===== config.mk =====
export PLATFORM = sky130hd
export DESIGN_NAME = hicore_icb_splitter
export DESIGN_NICKNAME = d
export VERILOG_FILES = /design/src/rtl/hicore_icb_splitter.sv
export SDC_FILE = /design/constraint.sdc
export NUM_CORES = 1
export LEC_CHECK = 0
export ABC_CLOCK_PERIOD_IN_PS = 3900
export CORE_AREA = 4 4 123 125
export CTS_BUF_LIST = sky130_fd_sc_hd__clkbuf_8
export DETAILED_ROUTE_END_ITERATION = 8
export DIE_AREA = 0 0 127 129
export DONT_BUFFER_PORTS = 1
export GPL_ROUTABILITY_DRIVEN = 0
export GPL_TIMING_DRIVEN = 0
export SYNTH_ARGS = -nofsm -noshare
export SYNTH_HDL_FRONTEND = slang
export SYNTH_SLANG_ARGS = --single-unit

===== constraint.sdc =====
create_clock -name clk -period 3.9 [get_ports clk]
set_clock_uncertainty 0.1 [all_clocks]
set_input_delay 0.78 -clock clk [delete_from_list [all_inputs] [get_ports clk]]
set_output_delay 0.78 -clock clk [all_outputs]
set_load 0.005 [all_outputs]

===== src/rtl/hicore_icb_splitter.sv =====
// ICB 1-to-2 address splitter: routes commands by address decode and returns
// responses in command order using a small FIFO of port selects.
module hicore_icb_splitter #(
    parameter int unsigned     AW         = 32,
    parameter int unsigned     DW         = 32,
    parameter int unsigned     OUTS_DEPTH = 4,
    parameter logic [AW-1:0]   S0_BASE    = AW'(32'h8000_0000),
    parameter logic [AW-1:0]   S0_MASK    = AW'(32'hF000_0000)
) (
    input  logic              clk,
    input  logic              rst,

    input  logic              i_icb_cmd_valid,
    output logic              i_icb_cmd_ready,
    input  logic [AW-1:0]     i_icb_cmd_addr,
    input  logic              i_icb_cmd_read,
    input  logic [DW-1:0]     i_icb_cmd_wdata,
    input  logic [DW/8-1:0]   i_icb_cmd_wmask,

    output logic              i_icb_rsp_valid,
    input  logic              i_icb_rsp_ready,
    output logic              i_icb_rsp_err,
    output logic [DW-1:0]     i_icb_rsp_rdata,

    output logic              o0_icb_cmd_valid,
    input  logic              o0_icb_cmd_ready,
    output logic [AW-1:0]     o0_icb_cmd_addr,
    output logic              o0_icb_cmd_read,
    output logic [DW-1:0]     o0_icb_cmd_wdata,
    output logic [DW/8-1:0]   o0_icb_cmd_wmask,

    input  logic              o0_icb_rsp_valid,
    output logic              o0_icb_rsp_ready,
    input  logic              o0_icb_rsp_err,
    input  logic [DW-1:0]     o0_icb_rsp_rdata,

    output logic              o1_icb_cmd_valid,
    input  logic              o1_icb_cmd_ready,
    output logic [AW-1:0]     o1_icb_cmd_addr,
    output logic              o1_icb_cmd_read,
    output logic [DW-1:0]     o1_icb_cmd_wdata,
    output logic [DW/8-1:0]   o1_icb_cmd_wmask,

    input  logic              o1_icb_rsp_valid,
    output logic              o1_icb_rsp_ready,
    input  logic              o1_icb_rsp_err,
    input  logic [DW-1:0]     o1_icb_rsp_rdata
);

    localparam int unsigned PW = (OUTS_DEPTH > 1) ? $clog2(OUTS_DEPTH) : 1;
    localparam int unsigned CW = PW + 1;

    logic [OUTS_DEPTH-1:0] fifo_q, fifo_d;
    logic [PW-1:0]         wptr_q, wptr_d;
    logic [PW-1:0]         rptr_q, rptr_d;
    logic [CW-1:0]         cnt_q,  cnt_d;

    logic sel;
    logic head;
    logic full;
    logic empty;
    logic push;
    logic pop;

    assign sel   = ((i_icb_cmd_addr & S0_MASK) == S0_BASE) ? 1'b0 : 1'b1;
    assign full  = (cnt_q == CW'(OUTS_DEPTH));
    assign empty = (cnt_q == '0);
    assign head  = fifo_q[rptr_q];

    assign o0_icb_cmd_addr  = i_icb_cmd_addr;
    assign o0_icb_cmd_read  = i_icb_cmd_read;
    assign o0_icb_cmd_wdata = i_icb_cmd_wdata;
    assign o0_icb_cmd_wmask = i_icb_cmd_wmask;
    assign o1_icb_cmd_addr  = i_icb_cmd_addr;
    assign o1_icb_cmd_read  = i_icb_cmd_read;
    assign o1_icb_cmd_wdata = i_icb_cmd_wdata;
    assign o1_icb_cmd_wmask = i_icb_cmd_wmask;

    assign o0_icb_cmd_valid = i_icb_cmd_valid & ~full & ~sel;
    assign o1_icb_cmd_valid = i_icb_cmd_valid & ~full &  sel;
    assign i_icb_cmd_ready  = (sel ? o1_icb_cmd_ready : o0_icb_cmd_ready) & ~full;

    // Only the port at the FIFO head may hand back a response; the other stalls.
    assign o0_icb_rsp_ready = i_icb_rsp_ready & ~empty & ~head;
    assign o1_icb_rsp_ready = i_icb_rsp_ready & ~empty &  head;
    assign i_icb_rsp_valid  = ~empty & (head ? o1_icb_rsp_valid : o0_icb_rsp_valid);
    assign i_icb_rsp_rdata  = head ? o1_icb_rsp_rdata : o0_icb_rsp_rdata;
    assign i_icb_rsp_err    = head ? o1_icb_rsp_err   : o0_icb_rsp_err;

    assign push = i_icb_cmd_valid & i_icb_cmd_ready;
    assign pop  = i_icb_rsp_valid & i_icb_rsp_ready;

    always_comb begin
        fifo_d = fifo_q;
        wptr_d = wptr_q;
        rptr_d = rptr_q;
        cnt_d  = cnt_q;
        if (push) begin
            fifo_d[wptr_q] = sel;
            wptr_d         = wptr_q + PW'(1);
        end
        if (pop) begin
            rptr_d = rptr_q + PW'(1);
        end
        case ({push, pop})
            2'b10:   cnt_d = cnt_q + CW'(1);
            2'b01:   cnt_d = cnt_q - CW'(1);
            default: cnt_d = cnt_q;
        endcase
    end

    always_ff @(posedge clk or posedge rst) begin
        if (rst) begin
            fifo_q <= '0;
            wptr_q <= '0;
            rptr_q <= '0;
            cnt_q  <= '0;
        end else begin
            fifo_q <= fifo_d;
            wptr_q <= wptr_d;
            rptr_q <= rptr_d;
            cnt_q  <= cnt_d;
        end
    end

endmodule


; Word level (Yosys, flattened, before mapping)
; Index checks and enable logic that the tools add are counted.
[classes]
n_addsub = 4
order_cmp = 3
eq_ne = 4
mux = 11
bitwise_logic = 13
reduce_logical = 3
[op_table]
columns = cell, n
row1 = 32-bit 2-to-1 mux, 1
row2 = 1-bit AND, 10
row3 = "2-bit by 3-bit less-than comparator with 1-bit output, second input constant", 2
row4 = 1-bit 2-to-1 mux, 6
row5 = 3-bit case mux with 2 select lines, 1
row6 = "2-bit by 1-bit adder with 2-bit output, second input constant", 2
row7 = 4-bit bitwise mux, 1
row8 = "4-bit == test, second input constant", 1
row9 = "3-bit by 1-bit adder with 3-bit output, second input constant", 1
row10 = "3-bit == test, second input constant", 1
row11 = 3-bit logical NOT, 1
row12 = 1-bit inverter, 3
row13 = "3-bit by 1-bit subtractor with 3-bit output, second input constant", 1
row14 = 1-bit binary-select mux with 2-bit select, 1
row15 = 1-bit demux with 2-bit select, 1
row16 = "2-bit by 1-bit == test with 1-bit output, second input constant", 1
row17 = "2-bit == test, second input constant", 1
row18 = "2-bit by 1-bit >= comparator with 1-bit output, second input constant", 1
row19 = 2-bit nonzero test, 1
row20 = 1-bit logical AND, 1
[word_totals]
regBits = 11
in_bits = 143
elab_cells = 42

; Longest topological paths before layout
; Gate-level depths: netlist of run 1.
[depth]
depth_word = 7
mapped_depth = 11
mapped_depth_nobuf = 10

; Least setup slack after synthesis of run 1
; OpenSTA, ideal clock, no wires.
[synth_timing]
path_type = input -> register
start = input port i_icb_cmd_addr[29]
end = register cnt_q[2]
t_arrival_ps = 2765
path_slack_ps = 955
path_stages = 11
n_path_buf = 1
cell_sequence = or4b_1 > buf_6 > mux2i_4 > nor2_2 > inv_1 > ha_1 > inv_1 > fa_1 > xor2_1 > nor2_1 > xnor2_1
[synth_between]
elab_chain_cells = 6
word_cells_on_any_way = 8
[synth_rtl]
columns = item, line_no
row1 = "start, declared", 15  ; input logic [AW-1:0] i_icb_cmd_addr,
row2 = 4-bit == test *, 65  ; assign sel = ((i_icb_cmd_addr & S0_MASK) == S0_BASE) ? 1'b0 : 1'b1;
row3 = 1-bit 2-to-1 mux *, 81  ; assign i_icb_cmd_ready = (sel ? o1_icb_cmd_ready : o0_icb_cmd_ready) & ~full;
row4 = 1-bit AND *, 81
row5 = 1-bit AND *, 90  ; assign push = i_icb_cmd_valid & i_icb_cmd_ready;
row6 = 2-bit by 1-bit == test with 1-bit output / 2-bit == test (equally long branches), 105  ; case ({push, pop})
row7 = 3-bit case mux with 2 select lines / 2-bit nonzero test (equally long branches), n/a
row8 = "end signal, assigned", 122  ; cnt_q <= cnt_d;
row9 = "end, declared", 56  ; logic [CW-1:0] cnt_q, cnt_d;
; Mark *: on every way between the ends. The rest lies on a longest branch, timed or not.
; A chain may end at the register's enable or synchronous reset.

; Worst setup path in the final report of run 1
; Same ends and word-level chain as after synthesis.

==> impl_results.md, run 1 <==
* First-pass GRT wire length at roughly 9000 um
* Initial antenna violation count at 0
* Crit-path max cell delay at 0.52 ns
* Sequential share of power at 0.210
* Final #Nets at about 390
* Buffers on Ports at 0
* Via/cell ratio at between 3 and 4
* Synthesized area at roughly 2100 sq um
* Post-Synthesis Cells at about 230
* Reg clk slew, reported paths at 0.05 ns
* Final WL at roughly 7300 um
* Crit-path max FO at 7
* Slowest CP cell: or4b_1
* Finished Layout Cells at 418
* Tcrit/Tclk final at 0.730
* Cts bufs inserted at 3
* Fin crit period at 2.85 ns
* Setup Fix Bufs, Post-CTS at 0
* FF-to-FF setup slack at approximately 1.1 ns
* Internal Power at 0.660 mW
* Root Driver: clkbuf_8
* Number of hold buffers added after CTS at 0
* Utilization after layout at 0.173
* Fmax at 351 MHz
* WP data required at slightly below 4 ns
* Cts repair resizes at 0
* DP Area at ~2400 sq um
* Crit-path most repeated cell: inv_1
* Pwr per Cell Area at about 460 nW/um^2
* Starting DRC count in detailed routing at 14
* Slew @ Worst Pin at ~0.52 ns
* Die H at about 130 um
* Maxcap violations at 0
* CTS tree: yes
* Final hold viol count at 0
* Final WS setup at 1.05 ns
* Drt wl/cell at 17.4 um
* XOR/XNOR Fraction of Synth Area at 0.0247
* Post-route design area at roughly 2400 sq um
* H-tree level count at 1
* Vias at roughly 1400
* P&R area growth vs syn at 12.8%
* Die ar. at around 16000 sq um
* P_sw at between 0.4 and 0.5 mW
* ANT cells at 0
* GRT Util Overall at 0.0687
* Crit path arrival time at between 2 and 3 ns
* Reg-to-reg critical path endpoint: cnt_q[2]$_DFFE_PP0P_
* Reg-to-reg startpoint: rptr_q[0]$_DFFE_PP0P_
* Worst skew pair latency at around 0.23 ns
* Unrepaired setup endpoints after global routing: false
* DRC at 0
* Total Power at 1.11 mW
* Worst reg2reg path depth at 10
* Switching share of total power at 0.404
* Register area share after synthesis at 0.129
* Worst Setup End Kind: flop
* Syn_area_per_cell at 9.10 sq um
* Leakage at 1.14 nW
* Max Slew Vio Count at 0
* Post-synthesis adder-cell area fraction at 0.0388
* Remaining antenna violation count at 0
* Slew HR at 0.648
* DP HPWL at 6780 um
* Die width at between 100 and 150 um
* Fin Setup TNS at 0 ns
* Largest net degree at the start of global routing at 12
* Final hold slack at about 0.33 ns
* Crit Path Category: input port to flop
* Logic pwr share at 0.691
* #FFs+latches synth at 11
* Mux share of post-synthesis cell area at 0.233
* Vias in the first global route at roughly 1400
* Final setup vio count at 0
* Post-synthesis compound-gate area fraction at 0.0182
* CTS max path bufs at 2
* Share of layout cells above drive strength 1 at 0.777
* Clk pwr share at 0.099
* Status: completed
* # clock sinks at 11
* Simple-gate portion of the synthesized area at 0.0400
* Worst slack at placement at about 0.80 ns
* Post-synth cell types at 23
* CP Cell Sequence: or4b_1 > buf_6 > mux2i_4 > nor2_2 > inv_1 > ha_1 > inv_1 > fa_1 > xor2_1 > nor2_1 > xnor2_1
* Initial cell density of the core at 0.153
* Startpoint Class: input port
* GR Overflow Total at 0
* Synth Net Count at 383
* Num rows at 43
* Largest family of logic cells by synthesized area: buffers and inverters
* First-pass iteration count of the detailed router at 4
* Synth warn at 0
* # IOs at 320
* Core Area at between 10000 and 15000 sq um
* Hold Path Class: input port to async pin
* Placed instance count at a little over 400
* Peak VDD IR at around 0.27 mV
-- worst max path at each step --
stage                     startpoint                   end  slack [ns]  cells past startpoint
2_1_floorplan     i_icb_cmd_addr[29]  cnt_q[2]$_DFFE_PP0P_        0.96                     11
3_3_place_gp      i_icb_cmd_addr[29]  cnt_q[2]$_DFFE_PP0P_        0.83                     11
3_5_place_dp      i_icb_cmd_addr[29]  cnt_q[2]$_DFFE_PP0P_        0.80                     11
4_1_cts        rptr_q[0]$_DFFE_PP0P_    i_icb_rsp_rdata[7]        1.02                      4
5_1_grt           i_icb_cmd_addr[29]  cnt_q[2]$_DFFE_PP0P_        0.88                     11
6_report          i_icb_cmd_addr[29]  cnt_q[2]$_DFFE_PP0P_        1.05                     11
-- critical path: cells and delay by family --
| kind | cells | cell delay (ns) |
|---|---|---|
| adder cells (fa/ha/maj) | 2 | 0.55 |
| AND/OR/NAND/NOR | 3 | 0.75 |
| buffers and inverters | 3 | 0.30 |
| multiplexers | 1 | 0.25 |
| XOR/XNOR | 2 | 0.28 |
-- area by class of cell --
class	count	area [sq um]
clock buffers	3	41.3
flip-flops and latches	11	275
multi-input cells	72	756
inverters	8	30.0
clock inverters	1	5.00
plain buffers	143	1070
well taps	180	225
fillers	1543	11500
-- cells in the final DEF, fill, tap and decap left out --
cell / n
buf_2: 4
inv_1: 8
nor2b_1: 2
dfrtp_1: 11
mux2i_1: 2
mux2_1: 4
nor2_2: 1
nor3b_1: 5
clkbuf_8: 3
mux2_4: 1
buf_6: 1
mux2i_4: 1
o31ai_1: 1
buf_4: 138
or4b_1: 1
ha_1: 5
nor2_1: 5
clkinv_2: 1
xor2_1: 3
mux4_2: 1
a21oi_1: 2
fa_1: 1
mux2_2: 33
xnor2_1: 3
o31ai_4: 1
-- synth_stat cells (all sizes together) --
library cell    n  area share
a21oi           2      0.0047
buf           143        0.50
dfrtp          11        0.13
fa              1      0.0094
ha              5       0.029
inv             8       0.014
mux2           38        0.20
mux2i           3       0.020
mux4            1       0.011
nor2            6       0.012
nor2b           2      0.0059
nor3b           5       0.018
o31ai           2       0.014
or4b            1      0.0047
xnor2           3       0.012
xor2            3       0.012
-- routing by layer --
| layer | GRT usage | wire (um) |
|---|---|---|
| met5 | 0 | 0 |
| met4 | 0.00379 | 0 |
| met3 | 0.00872 | 702 |
| met2 | 0.136 | 4170 |
| met1 | 0.0823 | 2400 |
-- state kept, by name (all words and copies together) (netlist names) --
name	cells
fifo_q	4
cnt_q	3
rptr_q	2
wptr_q	2
-- power groups by stage --
stage / clock (mW) / sequential, mW / combinational [mW]
3_5_place_dp: 0 / 0.234 / 0.774
6_report: 0.110 / 0.232 / 0.766
2_1_floorplan: 0 / 0.217 / 0.652
3_3_place_gp: 0 / 0.226 / 0.761
4_1_cts: 0.114 / 0.232 / 0.780
5_1_grt: 0.121 / 0.239 / 0.839
-- kinds of logic after synthesis --
group / Yosys count
flip-flops: 11
multiplexers: 42
AO/OA/AOI/OAI: 4
buffers and inverters: 151
XOR/XNOR: 6
adder cells (fa/ha/maj): 6
AND/OR/NAND/NOR: 14
(Power assumes the default switching activity.)
==> run 2, diff against run 1 <==
Settings changed: ABC_AREA set to 1, ABC_CLOCK_PERIOD_IN_PS 3900 to 2550, CORE_AREA 4 4 123 125 to 4 4 120 122, DIE_AREA 0 0 127 129 to 0 0 124 126.
Clock period 3.9 ns to 2.55 ns, I/O delays scaled along.
==> run 2 against run 1 <==
  * Synthesized area is 2.4% higher
  * Combinational power is 110% higher
  * Core utilization is 1.4 points higher
  * First-iteration DRC count grew to 4.6 times the previous value
  * Largest cell class unchanged
==> impl_results.md, run 2 <==
* Status: completed
* Fin Setup TNS at 0 ns
* Crit path arrival time at 1.67 ns
* Register area share after synthesis at 0.126
* Post-synthesis adder-cell area fraction at 0.0379
* Most frequent cells in the layout: 144 x buf_4, 126 x nand2_1, 14 x inv_1, 11 x nand3_1, 10 x dfrtp_1
* H-tree level count at 1
* Synth top area share at 0.489
* Via/cell ratio at about 3.7
* GRT Util Overall at 0.0872
* Post-Synthesis Cells at 340
* # IOs at 320
* Post-synth cell types at 21
* DP HPWL at approximately 7600 um
* Buffers on Ports at 0
* Final hold slack at a little over 0.05 ns
* Max Slew Vio Count at 0
* Hold Path Class: input port to async pin
* Most flops, register: fifo_q
* Root Driver: clkbuf_8
* Peak VDD IR at between 0.2 and 0.25 mV
* Vias at around 1900
* Largest registers: fifo_q x4, cnt_q x3
* Mux share of post-synthesis cell area at 0
* Core Area at roughly 13000 sq um
* Post-synthesis compound-gate area fraction at 0.0115
* Worst skew pair latency at about 0.24 ns
* Final setup vio count at 0
* Largest area contributor in the netlist: buf_4
* Crit Path Category: flop to output port
* Synth warn at 0
* Slew HR at 0.716
* First-pass GRT wire length at 10600 um
* DRC at 0
* Multi-input logic area at ~760 sq um
* Unrepaired setup endpoints after global routing: false
* # clock sinks at 11
* Cts bufs inserted at 3
* Startpoint Class: flop
* XOR/XNOR Fraction of Synth Area at 0.0121
* Fin crit period at 2.28 ns
* Die H at approximately 130 um
* CTS tree: yes
* Simple-gate portion of the synthesized area at 0.288
* Initial antenna violation count at 0
* Ranking of synthesized cells by area: buf_4 49%, nand2_1 22%, dfrtp_1 13%, ha_1 2.9%, nand3_1 2.5%
* FF-to-FF setup slack at ~0.3 ns
* Reg-to-reg startpoint: rptr_q[0]$_DFFE_PP0P_
* Num rows at 42
* WP data required at approximately 1.9 ns
* Number of flops mapped to enable cells by yosys at 0
* Crit-path max FO at 10
* Leakage at between 1 and 1.5 nW
* Commonest non-fill, non-tap cell in the layout: buf_4
* Share of layout cells above drive strength 1 at 0.457
* Async SR Flop Fraction at 1.00
* Remaining antenna violation count at 0
* Tcrit/Tclk final at 0.896
* Synthesized area at about 2200 sq um
* Worst Setup End Kind: output port
* Largest net degree at the start of global routing at 12
* Initial cell density of the core at 0.165
* ANT cells at 0
* Fmax at between 400 and 500 MHz
* CTS max path bufs at 2
* Seq. cell area at around 280 sq um
* Commonest cells post-synth: 142 x buf_4, 126 x nand2_1, 13 x inv_1
* Syn_area_per_cell at ~6.4 sq um
* Vias in the first global route at about 1800
* Synth Net Count at about 490
* Final hold viol count at 0
* Drt wl/cell at around 16 um
* Largest family of logic cells by synthesized area: buffers and inverters
* Count leader, synth: buf_4
* Max FFs per register at 4
* Worst reg2reg path depth at 13
* Pwr per Cell Area at 880 nW/um^2
* P&R area growth vs syn at 12.9%
* Die ar. at approximately 16000 sq um
* Dominant synthesized flop cell: dfrtp_1
* First-pass iteration count of the detailed router at 4
* Maxcap violations at 0
* #FFs+latches synth at 11
* Worst slack at placement at around 0.15 ns
* Reg clk slew, reported paths at roughly 0.050 ns
* Slew @ Worst Pin at 0.425 ns
* Number of filler cells placed in the layout at about 1500
* Die width at between 100 and 150 um
* Starting DRC count in detailed routing at 64
* Final #Nets at a little under 500
* Reg-to-reg critical path endpoint: cnt_q[2]$_DFFE_PP0P_
* Final WL at 8290 um
* Final WS setup at around 0.27 ns
* GR Overflow Total at 0
run 2: cell count changes after synthesis, moves of 5 or more:
| cell | delta |
|---|---|
| inv_1 | +5 |
| mux2_2 | -33 |
| nand2_1 | +126 |
| nand3_1 | +11 |
| nor3b_1 | -5 |
run 2: where the power goes:
group	switching (mW)	leakage [nW]	internal, mW
Clock	0.0679	0.0269	0.106
Sequential	0.0802	0.132	0.267
Combinational	1.05	1.26	0.590
Total	1.20	1.42	0.963
run 2: logic make-up after synthesis:
| group | count (synthesis) |
|---|---|
| flops | 11 |
| simple gates | 154 |
| fa+ha+maj | 6 |
| xor+xnor | 3 |
| compound gates | 5 |
| buf+inv | 161 |
run 2: final cells by class:
class	count	area share
buffer	146	0.441
multi-input combinational	168	0.310
sequential	11	0.112
tap	176	0.0895
inverter	15	0.0229
clock buffer	3	0.0168
timing repair buffer	2	0.00610
clock inverter	1	0.00153
run 2: how the worst max path moves through the flow:
stage          depth (start not counted)                   from                    to  slack, ns
3_3_place_gp                          14  rptr_q[0]$_DFFE_PP0P_  cnt_q[2]$_DFFE_PP0P_       0.19
2_1_floorplan                         11     i_icb_cmd_addr[28]  cnt_q[2]$_DFFE_PP0P_       0.44
4_1_cts                               14  rptr_q[0]$_DFFE_PP0P_  cnt_q[2]$_DFFE_PP0P_       0.13
6_report                               9  rptr_q[0]$_DFFE_PP0P_    i_icb_rsp_rdata[8]       0.27
5_1_grt                               13  rptr_q[0]$_DFFE_PP0P_  cnt_q[2]$_DFFE_PP0P_       0.03
3_5_place_dp                          14  rptr_q[0]$_DFFE_PP0P_  cnt_q[2]$_DFFE_PP0P_       0.15
run 2: timing repair:
| action | 4_1_cts | 5_1_grt |
|---|---|---|
| endpoints found under the setup margin | 0 | 1 |
| resized for setup | 0 | 1 |
| endpoints found under the hold margin | 0 | 0 |
| hold buffers | 0 | 0 |
| setup buffers | 0 | 2 |
run 2: routing by layer:
layer  global-route usage  wire length (um)
met2                0.150              4290
met4               0.0155                45
met3               0.0251               873
met1                0.109              3070
met5                    0                 0
run 2: worst max-delay path, cell delays in order, from the launching register on:
cell and delay, ns:
dfrtp_2 0.44, inv_2 0.08, nand2_1 0.06, nand3_2 0.09, nand2_4 0.06, buf_4 0.15, inv_2 0.14, buf_4 0.21
nand2_1 0.08, nand2_1 0.13
run 2: stage by stage:
step           area, sq um  utilization  instances  power [mW]
4_1_cts               2440        0.185        520        2.19
5_1_grt               2460        0.186        522        2.47
3_5_place_dp          2400        0.182        516        2.01
2_1_floorplan         2180            -        340        1.56
6_report              2460        0.186        522        2.16
3_3_place_gp          2400        0.182        516        1.99
